[src/rtl/correlator_readout.sv]
// Freezes the correlator's packed I/Q accumulators on a capture strobe and streams
// them out as a byte frame over valid/ready. Define READOUT_CHECKSUM_EN for a trailing XOR byte.
module correlator_readout #(
    parameter int          NUM_BASELINES = 8,
    parameter int          RESOLUTION    = 24,
    parameter logic [7:0]  SYNC_BYTE     = 8'hA5
) (
    input  logic                                  clk,
    input  logic                                  reset,
    input  logic                                  enable,
    input  logic [NUM_BASELINES*RESOLUTION*2-1:0] pulses,
    input  logic                                  capture,
    output logic                                  corr_clear,
    output logic [7:0]                            tx_data,
    output logic                                  tx_valid,
    input  logic                                  tx_ready,
    output logic                                  busy,
    output logic                                  overrun
);

    localparam int PW     = NUM_BASELINES * RESOLUTION * 2;
    localparam int BPW    = (RESOLUTION + 7) / 8;
    localparam int NWORDS = 2 * NUM_BASELINES;
    localparam int WIDX_W = (NWORDS > 1) ? $clog2(NWORDS) : 1;
    localparam int BIDX_W = (BPW > 1) ? $clog2(BPW) : 1;
    localparam logic [WIDX_W-1:0] LAST_WORD = WIDX_W'(NWORDS - 1);
    localparam logic [BIDX_W-1:0] LAST_BYTE = BIDX_W'(BPW - 1);

    typedef enum logic [2:0] {
        IDLE,
        SYNC,
        SEQ,
        DATA,
        CSUM
    } state_t;

    state_t            state_q, state_d;
    logic [PW-1:0]     snapshot_q;
    logic              load_snap;
    logic [WIDX_W-1:0] word_idx_q, word_idx_d;
    logic [BIDX_W-1:0] byte_idx_q, byte_idx_d;
    logic [7:0]        seq_q, seq_d;
    logic [7:0]        tx_data_q, tx_data_d;
    logic              tx_valid_q, tx_valid_d;
    logic              corr_clear_q, corr_clear_d;
    logic              overrun_q, overrun_d;
    logic              handshake;
`ifdef READOUT_CHECKSUM_EN
    logic [7:0]        csum_q, csum_d;
`endif

    // Word w is baseline w/2, I for even w and Q for odd w; byte b counts from the MSB
    // of the word after zero-extension to BPW bytes.
    function automatic logic [7:0] word_byte(input logic [PW-1:0]     snap,
                                             input logic [WIDX_W-1:0] w,
                                             input logic [BIDX_W-1:0] b);
        logic [PW-1:0]      shifted;
        logic [BPW*8-1:0]   ext;
        int                 base;
        int                 lo;
        base    = (NUM_BASELINES - 1 - int'(w >> 1)) * 2 * RESOLUTION
                  + int'(w[0]) * RESOLUTION;
        shifted = snap >> base;
        ext     = '0;
        ext[RESOLUTION-1:0] = shifted[RESOLUTION-1:0];
        lo      = (BPW - 1 - int'(b)) * 8;
        return ext[lo +: 8];
    endfunction

    assign handshake  = tx_valid_q & tx_ready;
    assign tx_data    = tx_data_q;
    assign tx_valid   = tx_valid_q;
    assign corr_clear = corr_clear_q;
    assign overrun    = overrun_q;
    assign busy       = (state_q != IDLE);

    always_comb begin
        state_d      = state_q;
        word_idx_d   = word_idx_q;
        byte_idx_d   = byte_idx_q;
        seq_d        = seq_q;
        tx_data_d    = tx_data_q;
        tx_valid_d   = tx_valid_q;
        corr_clear_d = 1'b0;
        overrun_d    = overrun_q;
        load_snap    = 1'b0;
`ifdef READOUT_CHECKSUM_EN
        csum_d       = csum_q;
        if (handshake) begin
            csum_d = csum_q ^ tx_data_q;
        end
`endif

        case (state_q)
            IDLE: begin
                if (capture && enable) begin
                    state_d      = SYNC;
                    tx_data_d    = SYNC_BYTE;
                    tx_valid_d   = 1'b1;
                    corr_clear_d = 1'b1;
                    load_snap    = 1'b1;
`ifdef READOUT_CHECKSUM_EN
                    csum_d       = '0;
`endif
                end
            end
            SYNC: begin
                if (handshake) begin
                    state_d   = SEQ;
                    tx_data_d = seq_q;
                end
            end
            SEQ: begin
                if (handshake) begin
                    state_d    = DATA;
                    word_idx_d = '0;
                    byte_idx_d = '0;
                    tx_data_d  = word_byte(snapshot_q, '0, '0);
                end
            end
            DATA: begin
                if (handshake) begin
                    if (word_idx_q == LAST_WORD && byte_idx_q == LAST_BYTE) begin
                        seq_d = seq_q + 8'd1;
`ifdef READOUT_CHECKSUM_EN
                        state_d   = CSUM;
                        tx_data_d = csum_q ^ tx_data_q;
`else
                        state_d    = IDLE;
                        tx_valid_d = 1'b0;
                        tx_data_d  = '0;
`endif
                    end else begin
                        if (byte_idx_q == LAST_BYTE) begin
                            byte_idx_d = '0;
                            word_idx_d = word_idx_q + WIDX_W'(1);
                        end else begin
                            byte_idx_d = byte_idx_q + BIDX_W'(1);
                        end
                        tx_data_d = word_byte(snapshot_q, word_idx_d, byte_idx_d);
                    end
                end
            end
`ifdef READOUT_CHECKSUM_EN
            CSUM: begin
                if (handshake) begin
                    state_d    = IDLE;
                    tx_valid_d = 1'b0;
                    tx_data_d  = '0;
                end
            end
`endif
            default: begin
                state_d    = IDLE;
                tx_valid_d = 1'b0;
            end
        endcase

        // A capture that arrives while a frame is still out (including its last handshake) is lost.
        if (state_q != IDLE && capture && enable) begin
            overrun_d = 1'b1;
        end
    end

    always_ff @(posedge clk) begin
        if (reset) begin
            state_q      <= IDLE;
            word_idx_q   <= '0;
            byte_idx_q   <= '0;
            seq_q        <= '0;
            tx_data_q    <= '0;
            tx_valid_q   <= 1'b0;
            corr_clear_q <= 1'b0;
            overrun_q    <= 1'b0;
            snapshot_q   <= '0;
`ifdef READOUT_CHECKSUM_EN
            csum_q       <= '0;
`endif
        end else begin
            state_q      <= state_d;
            word_idx_q   <= word_idx_d;
            byte_idx_q   <= byte_idx_d;
            seq_q        <= seq_d;
            tx_data_q    <= tx_data_d;
            tx_valid_q   <= tx_valid_d;
            corr_clear_q <= corr_clear_d;
            overrun_q    <= overrun_d;
            if (load_snap) begin
                snapshot_q <= pulses;
            end
`ifdef READOUT_CHECKSUM_EN
            csum_q       <= csum_d;
`endif
        end
    end

endmodule

[config.mk]
export PLATFORM = sky130hd
export DESIGN_NAME = correlator_readout
export DESIGN_NICKNAME = d
export VERILOG_FILES = /design/src/rtl/correlator_readout.sv
export SDC_FILE = /design/constraint.sdc
export NUM_CORES = 1
export LEC_CHECK = 0
export BUFFER_PORTS_ARGS = -buffer_cell sky130_fd_sc_hd__buf_2
export CELL_PAD_IN_SITES_DETAIL_PLACEMENT = 1
export CELL_PAD_IN_SITES_GLOBAL_PLACEMENT = 2
export CORE_MARGIN = 10
export CORE_UTILIZATION = 30
export DETAILED_ROUTE_END_ITERATION = 7
export PLACE_DENSITY_LB_ADDON = 0.1
export SYNTH_ARGS = -nofsm -noshare
export SYNTH_HDL_FRONTEND = slang
export SYNTH_SLANG_ARGS = --single-unit
[constraint.sdc]
create_clock -name clk -period 4 [get_ports clk]
set_clock_uncertainty 0.05 [all_clocks]
set_input_delay 0 -clock clk [delete_from_list [all_inputs] [get_ports clk]]
set_output_delay 0 -clock clk [all_outputs]
set_load 0.1 [all_outputs]
# After elaboration in Yosys (flattened, before gate mapping)
# Cells that the tools add are included.
# totals
regBits	412
in_bits	389
output_inout_bits	12
elab_cells	80
# classes
addsub	6
mul	2
eq_ne	11
n_shift	2
n_mux	34
bitwise	2
n_reduce_logical	14
# ops
operator	n
>> shifter 384 x 32 -> 24 bit	1
2-to-1 mux 8 bit	5
case mux 8 bit (4 select lines)	1
2-to-1 mux 4 bit	7
variable part select 24 x 6 -> 8 bit	1
2-to-1 mux 3 bit	5
2-to-1 mux 2 bit	7
adder 11 x 7 -> 12 bit	1
!= test 2 bit (second input constant)	6
case mux 3 bit (4 select lines)	1
AND reduction 5 bit	2
adder 8 x 1 -> 8 bit (second input constant)	1
case mux 4 bit (2 select lines)	1
AND reduction 4 bit	2
multiplier 4 x 3 -> 7 bit (second input constant)	1
equality test 3 x 2 -> 1 bit (second input constant)	2
2-to-1 mux 1 bit	5
adder 4 x 1 -> 4 bit (second input constant)	1
equality test 4 bit (second input constant)	1
logical AND 1 bit	4
case mux 2 bit (2 select lines)	1
nonzero test 4 bit	1
subtractor 3 x 3 -> 4 bit (first input constant)	1
equality test 3 x 1 -> 1 bit (second input constant)	1
12 further kinds	12

# Depth between registers and ports, before layout
# logic_depth
ltp_word	13
mapped_depth	22
depth_no_buf	14

# Worst setup path before layout
# No wires, ideal clock.
# synth_timing
kind	reg-to-reg
start	reg byte_idx_q[1]
end	reg tx_data_q[0], in the netlist tx_data[0]
setup_time_ps	59
arrival_ps	4148
t_required_ps	3891
setup_slack_ps	-258
stages_incl_launch_ff	21
path_buffers	9
synth_period_minus_slack_ps	4258
cell_sequence	dfxtp_1 > nor2b_4 > buf_8 > xnor2_4 > inv_6 > buf_12 > buf_12 > buf_6 > buf_4 > buf_4 > ha_1 > ha_1 > clkbuf_1 > inv_1 > clkbuf_1 > nor2_1 > clkbuf_1 > nand2_1 > a32o_1 > a211oi_1 > o311a_1
# synth_via
elab_chain_cells	13
elab_cells_between_ends	21
classes_between	add/sub (4); mul (2); eq/ne (1); shift (2); mux (11); reduce/logical (1)
# synth_rtl
element	line	source
start: declaration	41	logic [BIDX_W-1:0] byte_idx_q, byte_idx_d;
start signal: assignment	182	byte_idx_q <= byte_idx_d;
equality test 2 bit	123, 134	
2-to-1 mux 4 bit	134	if (byte_idx_q == LAST_BYTE) begin
2-to-1 mux 4 bit	123	if (word_idx_q == LAST_WORD && byte_idx_q == LAST_BYTE) begin
2-to-1 mux 4 bit	122	if (handshake) begin
2-to-1 mux 4 bit	94	case (state_q)
subtractor 3 x 3 -> 4 bit	61	base = (NUM_BASELINES - 1 - int'(w >> 1)) * 2 * RESOLUTION
multiplier 4 x 3 -> 7 bit	61	
adder 11 x 7 -> 12 bit	62	+ int'(w[0]) * RESOLUTION;
>> shifter 384 x 32 -> 24 bit	63	shifted = snap >> base;
variable part select 24 x 6 -> 8 bit	67	return ext[lo +: 8];
2-to-1 mux 8 bit *	123	
2-to-1 mux 8 bit *	122	
case mux 8 bit (4 select lines) *	94	
end signal: assignment	184	tx_data_q <= tx_data_d;
end: declaration	43	logic [7:0] tx_data_q, tx_data_d;
# Every way passes the cells marked *; elsewhere a longest branch is shown, timed or not. The select of a mux whose other input is x is not followed.
# A chain may end at the register's enable or synchronous reset.

# Final worst setup path
# layout_timing
start	reg word_idx_q[0]
end	reg tx_data_q[2], in the netlist tx_data[2]
# layout_via
elab_chain_cells	13
elab_cells_between_ends	16
classes_between	add/sub (3); mul (2); eq/ne (1); shift (2); mux (7); reduce/logical (1)
# layout_rtl
element	line	source
start: declaration	40	logic [WIDX_W-1:0] word_idx_q, word_idx_d;
start signal: assignment	181	word_idx_q <= word_idx_d;
adder 4 x 1 -> 4 bit	136	word_idx_d = word_idx_q + WIDX_W'(1);
2-to-1 mux 4 bit	134	
2-to-1 mux 4 bit	123	
2-to-1 mux 4 bit	122	
2-to-1 mux 4 bit	94	
subtractor 3 x 3 -> 4 bit	61	
multiplier 4 x 3 -> 7 bit	61	
adder 11 x 7 -> 12 bit	62	
>> shifter 384 x 32 -> 24 bit	63	
variable part select 24 x 6 -> 8 bit	67	
2-to-1 mux 8 bit *	123	
2-to-1 mux 8 bit *	122	
case mux 8 bit (4 select lines) *	94	
# Marked as above.

==> impl_metrics.sql <==
INSERT INTO impl_metrics (metric_group, metric, value, unit) VALUES
('outcome', 'status', 'finished clean', ''),
('cells_and_area', 'multiInputGateArea', '14360', 'um2'),
('cells_and_area', 'final_layout_size_suffix_gt1_share', '21.40', '%'),
('synthesis', 'async_flop_share', '0', '%'),
('clock_network', 'cts_made_buffers', '47', ''),
('timing', 'final_min_period_over_clock_period', '96.98', '%'),
('detailed_routing', 'ant_nets', '0', ''),
('synthesis', 'postSynth.topFlopCell', 'sky130_fd_sc_hd__dfxtp_1', ''),
('place', 'finalWeightedCongestion', '0.9607', ''),
('cells_and_area', 'flow.area_growth_from_synthesis', '42.83', '%'),
('clock_network', 'htree_levels', '2', ''),
('cells_and_area', 'filler_cell_count', '9381', ''),
('synthesis', 'total_nets_after_synthesis', '3375', ''),
('detailed_routing', 'detail_route.wirelength', '135700', 'um'),
('pwr', 'static-leakage-power', '12.62', 'nW'),
('timing', 'postLayoutSetupSlackWorst', '0.1206', 'ns'),
('place', 'port-buffer-count', '400', ''),
('synthesis', 'synth_instances', '2973', ''),
('synthesis', 'synth_edf_count', '0', ''),
('cells_and_area', 'layout.cells.most_common_list', '1014 x sky130_fd_sc_hd__nand2_1, 462 x sky130_fd_sc_hd__dlygate4sd3_1, 436 x sky130_fd_sc_hd__a21oi_1', ''),
('cells_and_area', 'design.final.nets', '4197', ''),
('synthesis', 'yosysUniqueCellTypes', '75', ''),
('synthesis', 'syn_avg_cell_area', '7.986', 'um2'),
('global_route', 'first_pass_grt_wire_length', '196400', 'um'),
('timing', 'timing.slew.headroom', '27.56', '%'),
('floorplan', 'floorplan.initialDensity', '30.15', '%'),
('pwr', 'power_density', '397.3', 'nW/um2'),
('detailed_routing', 'avgRoutedWirePerCell', '27.78', 'um'),
('timing', 'report.final.hold_viol_count', '0', ''),
('flow_run', 'max_cap_viol_count', '0', ''),
('critical_path', 'crit_path_start_kind', 'flip-flop', ''),
('timing', 'hold-worst-slack', '0.01704', 'ns'),
('timing', 'rsz0062_at_grt', 'no', ''),
('timing', 'finalSetupViolCount', '0', ''),
('place', 'dp_hpwl', '100700', 'um'),
('synthesis', 'ys_seq_area_share', '34.65', '%'),
('critical_path', 'critical_path_required_time', '4.44', 'ns'),
('cells_and_area', 'layout_commonest_cell', 'sky130_fd_sc_hd__nand2_1', ''),
('global_route', 'grt_usage', '28.85', '%'),
('detailed_routing', 'detail_route.first_pass.iterations', '7', ''),
('clock_network', 'clk_slew_on_worst_s_h_paths', '0.07', 'ns'),
('synthesis', 'count_of_synthesis_stage_warnings_from_yosys', '0', ''),
('clock_network', 'clk_latency', '0.60', 'ns'),
('critical_path', 'path_depth_of_the_worst_reg2reg_path', '14', ''),
('critical_path', 'r2r_slack', '0.12', 'ns'),
('floorplan', 'die_h', '301.3', 'um'),
('timing', 'max_slew.worst_pin.slew', '1.087', 'ns'),
('clock_network', 'tritoncts_num_sinks', '411', ''),
('critical_path', 'rr_endpoint', 'tx_data[2]', ''),
('clock_network', 'clock_tree_from_tritoncts', 'yes', ''),
('detailed_routing', 'drcViolationCount', '0', ''),
('detailed_routing', 'post_drt_via_cell_ratio', '5.524', ''),
('worst_hold_path', 'hp-class', 'input pin to flip-flop', ''),
('critical_path', 'max_fanout_on_critical_path', '11', ''),
('global_route', 'global_route.overflow_total', '0', ''),
('synthesis', 'synth_largest_type_area_fraction', '34.65', '%'),
('place', 'dp_slack', '-0.2926', 'ns'),
('worst_hold_path', 'worst_hold_path.num_cells', '5', ''),
('timing', 'slew_violations', '0', ''),
('floorplan', 'core', '78740', 'um2'),
('global_route', 'grt_antenna_before_repair', '3', ''),
('pwr', 'vdd.ir_drop.worst', '287.6', 'uV'),
('critical_path', 'critPathArrivalTime', '4.32', 'ns'),
('clock_network', 'ctsRootBufferMaster', 'sky130_fd_sc_hd__clkbuf_16', ''),
('cells_and_area', 'final-seq-area', '8229', 'um2'),
('clock_network', 'cts-root-to-sink-buffers', '3', ''),
('critical_path', 'timing_worst_setup_path_type', 'flip-flop to flip-flop', ''),
('synthesis', 'synth_area', '23740', 'um2'),
('synthesis', 'yosys_register_bits', '411', ''),
('timing', 'achievable-frequency', '257.8', 'MHz'),
('synthesis', 'synth_top_cells_by_area', 'sky130_fd_sc_hd__dfxtp_1 35%, sky130_fd_sc_hd__nand2_1 16%, sky130_fd_sc_hd__mux4_2 12%', '');
## worst max-delay path: stages (launching register included)
cell and delay [ns]:
sky130_fd_sc_hd__dfxtp_1 0.37, sky130_fd_sc_hd__ha_2 0.30, sky130_fd_sc_hd__xor2_1 0.24, sky130_fd_sc_hd__mux2i_1 0.15, sky130_fd_sc_hd__xnor2_1 0.20, sky130_fd_sc_hd__ha_4 0.42
sky130_fd_sc_hd__clkinvlp_4 0.27, sky130_fd_sc_hd__buf_12 0.23, sky130_fd_sc_hd__nand2_1 0.20, sky130_fd_sc_hd__buf_4 0.21, sky130_fd_sc_hd__o22ai_1 0.10, sky130_fd_sc_hd__nor4_1 0.40
sky130_fd_sc_hd__nor4_1 0.12, sky130_fd_sc_hd__o22ai_1 0.35, sky130_fd_sc_hd__o41ai_2 0.13
## per-layer routing
layer	vias to the layer above	part of all wire (%)	global-route usage, %
li1	12210	-	-
met1	13720	44	38.12
met2	882	48	48.66
met3	161	5.9	4.467
met4	2	2.5	6.908
met5	-	0.0096	0
## flip-flops by register name, indices dropped and copies added, names as in the netlist
signal      cells
byte_idx_q      2
tx_valid        1
corr_clear      1
tx_data         8
overrun         1
snapshot_q    384
seq_q           8
state_q         2
word_idx_q      4
## cell families (layout without fill, tap and decap cells)
kind of cell	Yosys count	after routing	share of synthesized area (%)
AO/OA/AOI/OAI	731	731	18.72
XOR/XNOR	16	16	0.6693
other	0	1	0
flip-flops	411	411	34.65
adder cells (fa/ha/maj)	13	13	0.6851
AND/OR/NAND/NOR	1242	1242	20.83
buffers and inverters	275	1134	5.718
multiplexers	285	285	18.72
## timing repair
action,CTS,global route
hold buffers,462,0
hold endpoints to repair,403,0
pin swaps,0,2
setup endpoints to repair,7,8
setup buffers,1,3
gates resized for setup,4,13
gates cloned,0,0
## cells in the mapped netlist (6+ instances only)
cell type / count
sky130_fd_sc_hd__o21ai_0: 57
sky130_fd_sc_hd__nand3_1: 73
sky130_fd_sc_hd__a21oi_1: 436
sky130_fd_sc_hd__o221ai_1: 12
sky130_fd_sc_hd__a22oi_1: 26
sky130_fd_sc_hd__o211ai_1: 17
sky130_fd_sc_hd__nor4_1: 9
sky130_fd_sc_hd__dfxtp_1: 411
sky130_fd_sc_hd__mux2_2: 10
sky130_fd_sc_hd__a211oi_1: 12
sky130_fd_sc_hd__nor3_1: 19
sky130_fd_sc_hd__buf_1: 13
sky130_fd_sc_hd__xor2_1: 10
sky130_fd_sc_hd__buf_12: 6
sky130_fd_sc_hd__a221o_1: 9
sky130_fd_sc_hd__buf_8: 6
sky130_fd_sc_hd__nand4_1: 18
sky130_fd_sc_hd__o2111ai_1: 12
sky130_fd_sc_hd__clkbuf_1: 192
sky130_fd_sc_hd__a221oi_1: 39
sky130_fd_sc_hd__mux4_2: 125
sky130_fd_sc_hd__mux2i_1: 149
sky130_fd_sc_hd__a22o_1: 9
sky130_fd_sc_hd__o22ai_1: 23
sky130_fd_sc_hd__buf_6: 12
sky130_fd_sc_hd__buf_2: 24
sky130_fd_sc_hd__buf_4: 9
sky130_fd_sc_hd__nand2_1: 1014
sky130_fd_sc_hd__ha_1: 13
sky130_fd_sc_hd__a31oi_1: 16
sky130_fd_sc_hd__a32oi_1: 18
sky130_fd_sc_hd__inv_1: 10
sky130_fd_sc_hd__nor2_1: 77
## power by group
part | switching [W] | total (W) | internal, W
Clock | 0.00188 | 0.00464 | 0.00276
Sequential | 0.000731 | 0.00531 | 0.00458
Combinational | 0.00209 | 0.00352 | 0.00144
Total | 0.00470 | 0.0135 | 0.00877
## cell type report
| class | instances | share of cell area, % |
|---|---|---|
| Clock inverter | 16 | 0.6604 |
| Antenna cell | 1 | 0.007379 |
| Clock buffer | 70 | 4.143 |
| Timing Repair Buffer | 1036 | 24.53 |
| Sequential cell | 411 | 24.27 |
| Tap cell | 1050 | 3.874 |
| Multi-Input combinational cell | 2287 | 42.33 |
| Inverter | 12 | 0.1919 |
## stage by stage
stage,instances,power (W),TNS [ns],utilization (%),area [um2]
finish,4883,0.01347,0,43.07,33910
global route,4882,0.01409,0,43.06,33910
CTS,4879,0.01353,0,42.93,33800
detailed placement,4330,0.008454,-1.148,34.96,27530
global placement,4330,0.008382,-0.7303,34.96,27530
floorplan,2973,0.006923,-0.01339,-,23770
## how the worst max path moves through the flow
| stage | from | endpoint | slack [ns] |
|---|---|---|---|
| final | word_idx_q[0] | tx_data[2] | 0.12 |
| after global routing | word_idx_q[0] | tx_data[5] | 0.01 |
| after CTS | word_idx_q[0] | tx_data[2] | 0.03 |
| after detailed placement | byte_idx_q[1] | tx_data[5] | -0.29 |
| after global placement | byte_idx_q[1] | tx_data[4] | -0.24 |
| after floorplan | byte_idx_q[1] | tx_data[0] | -0.01 |
(Power assumes the default switching activity.)
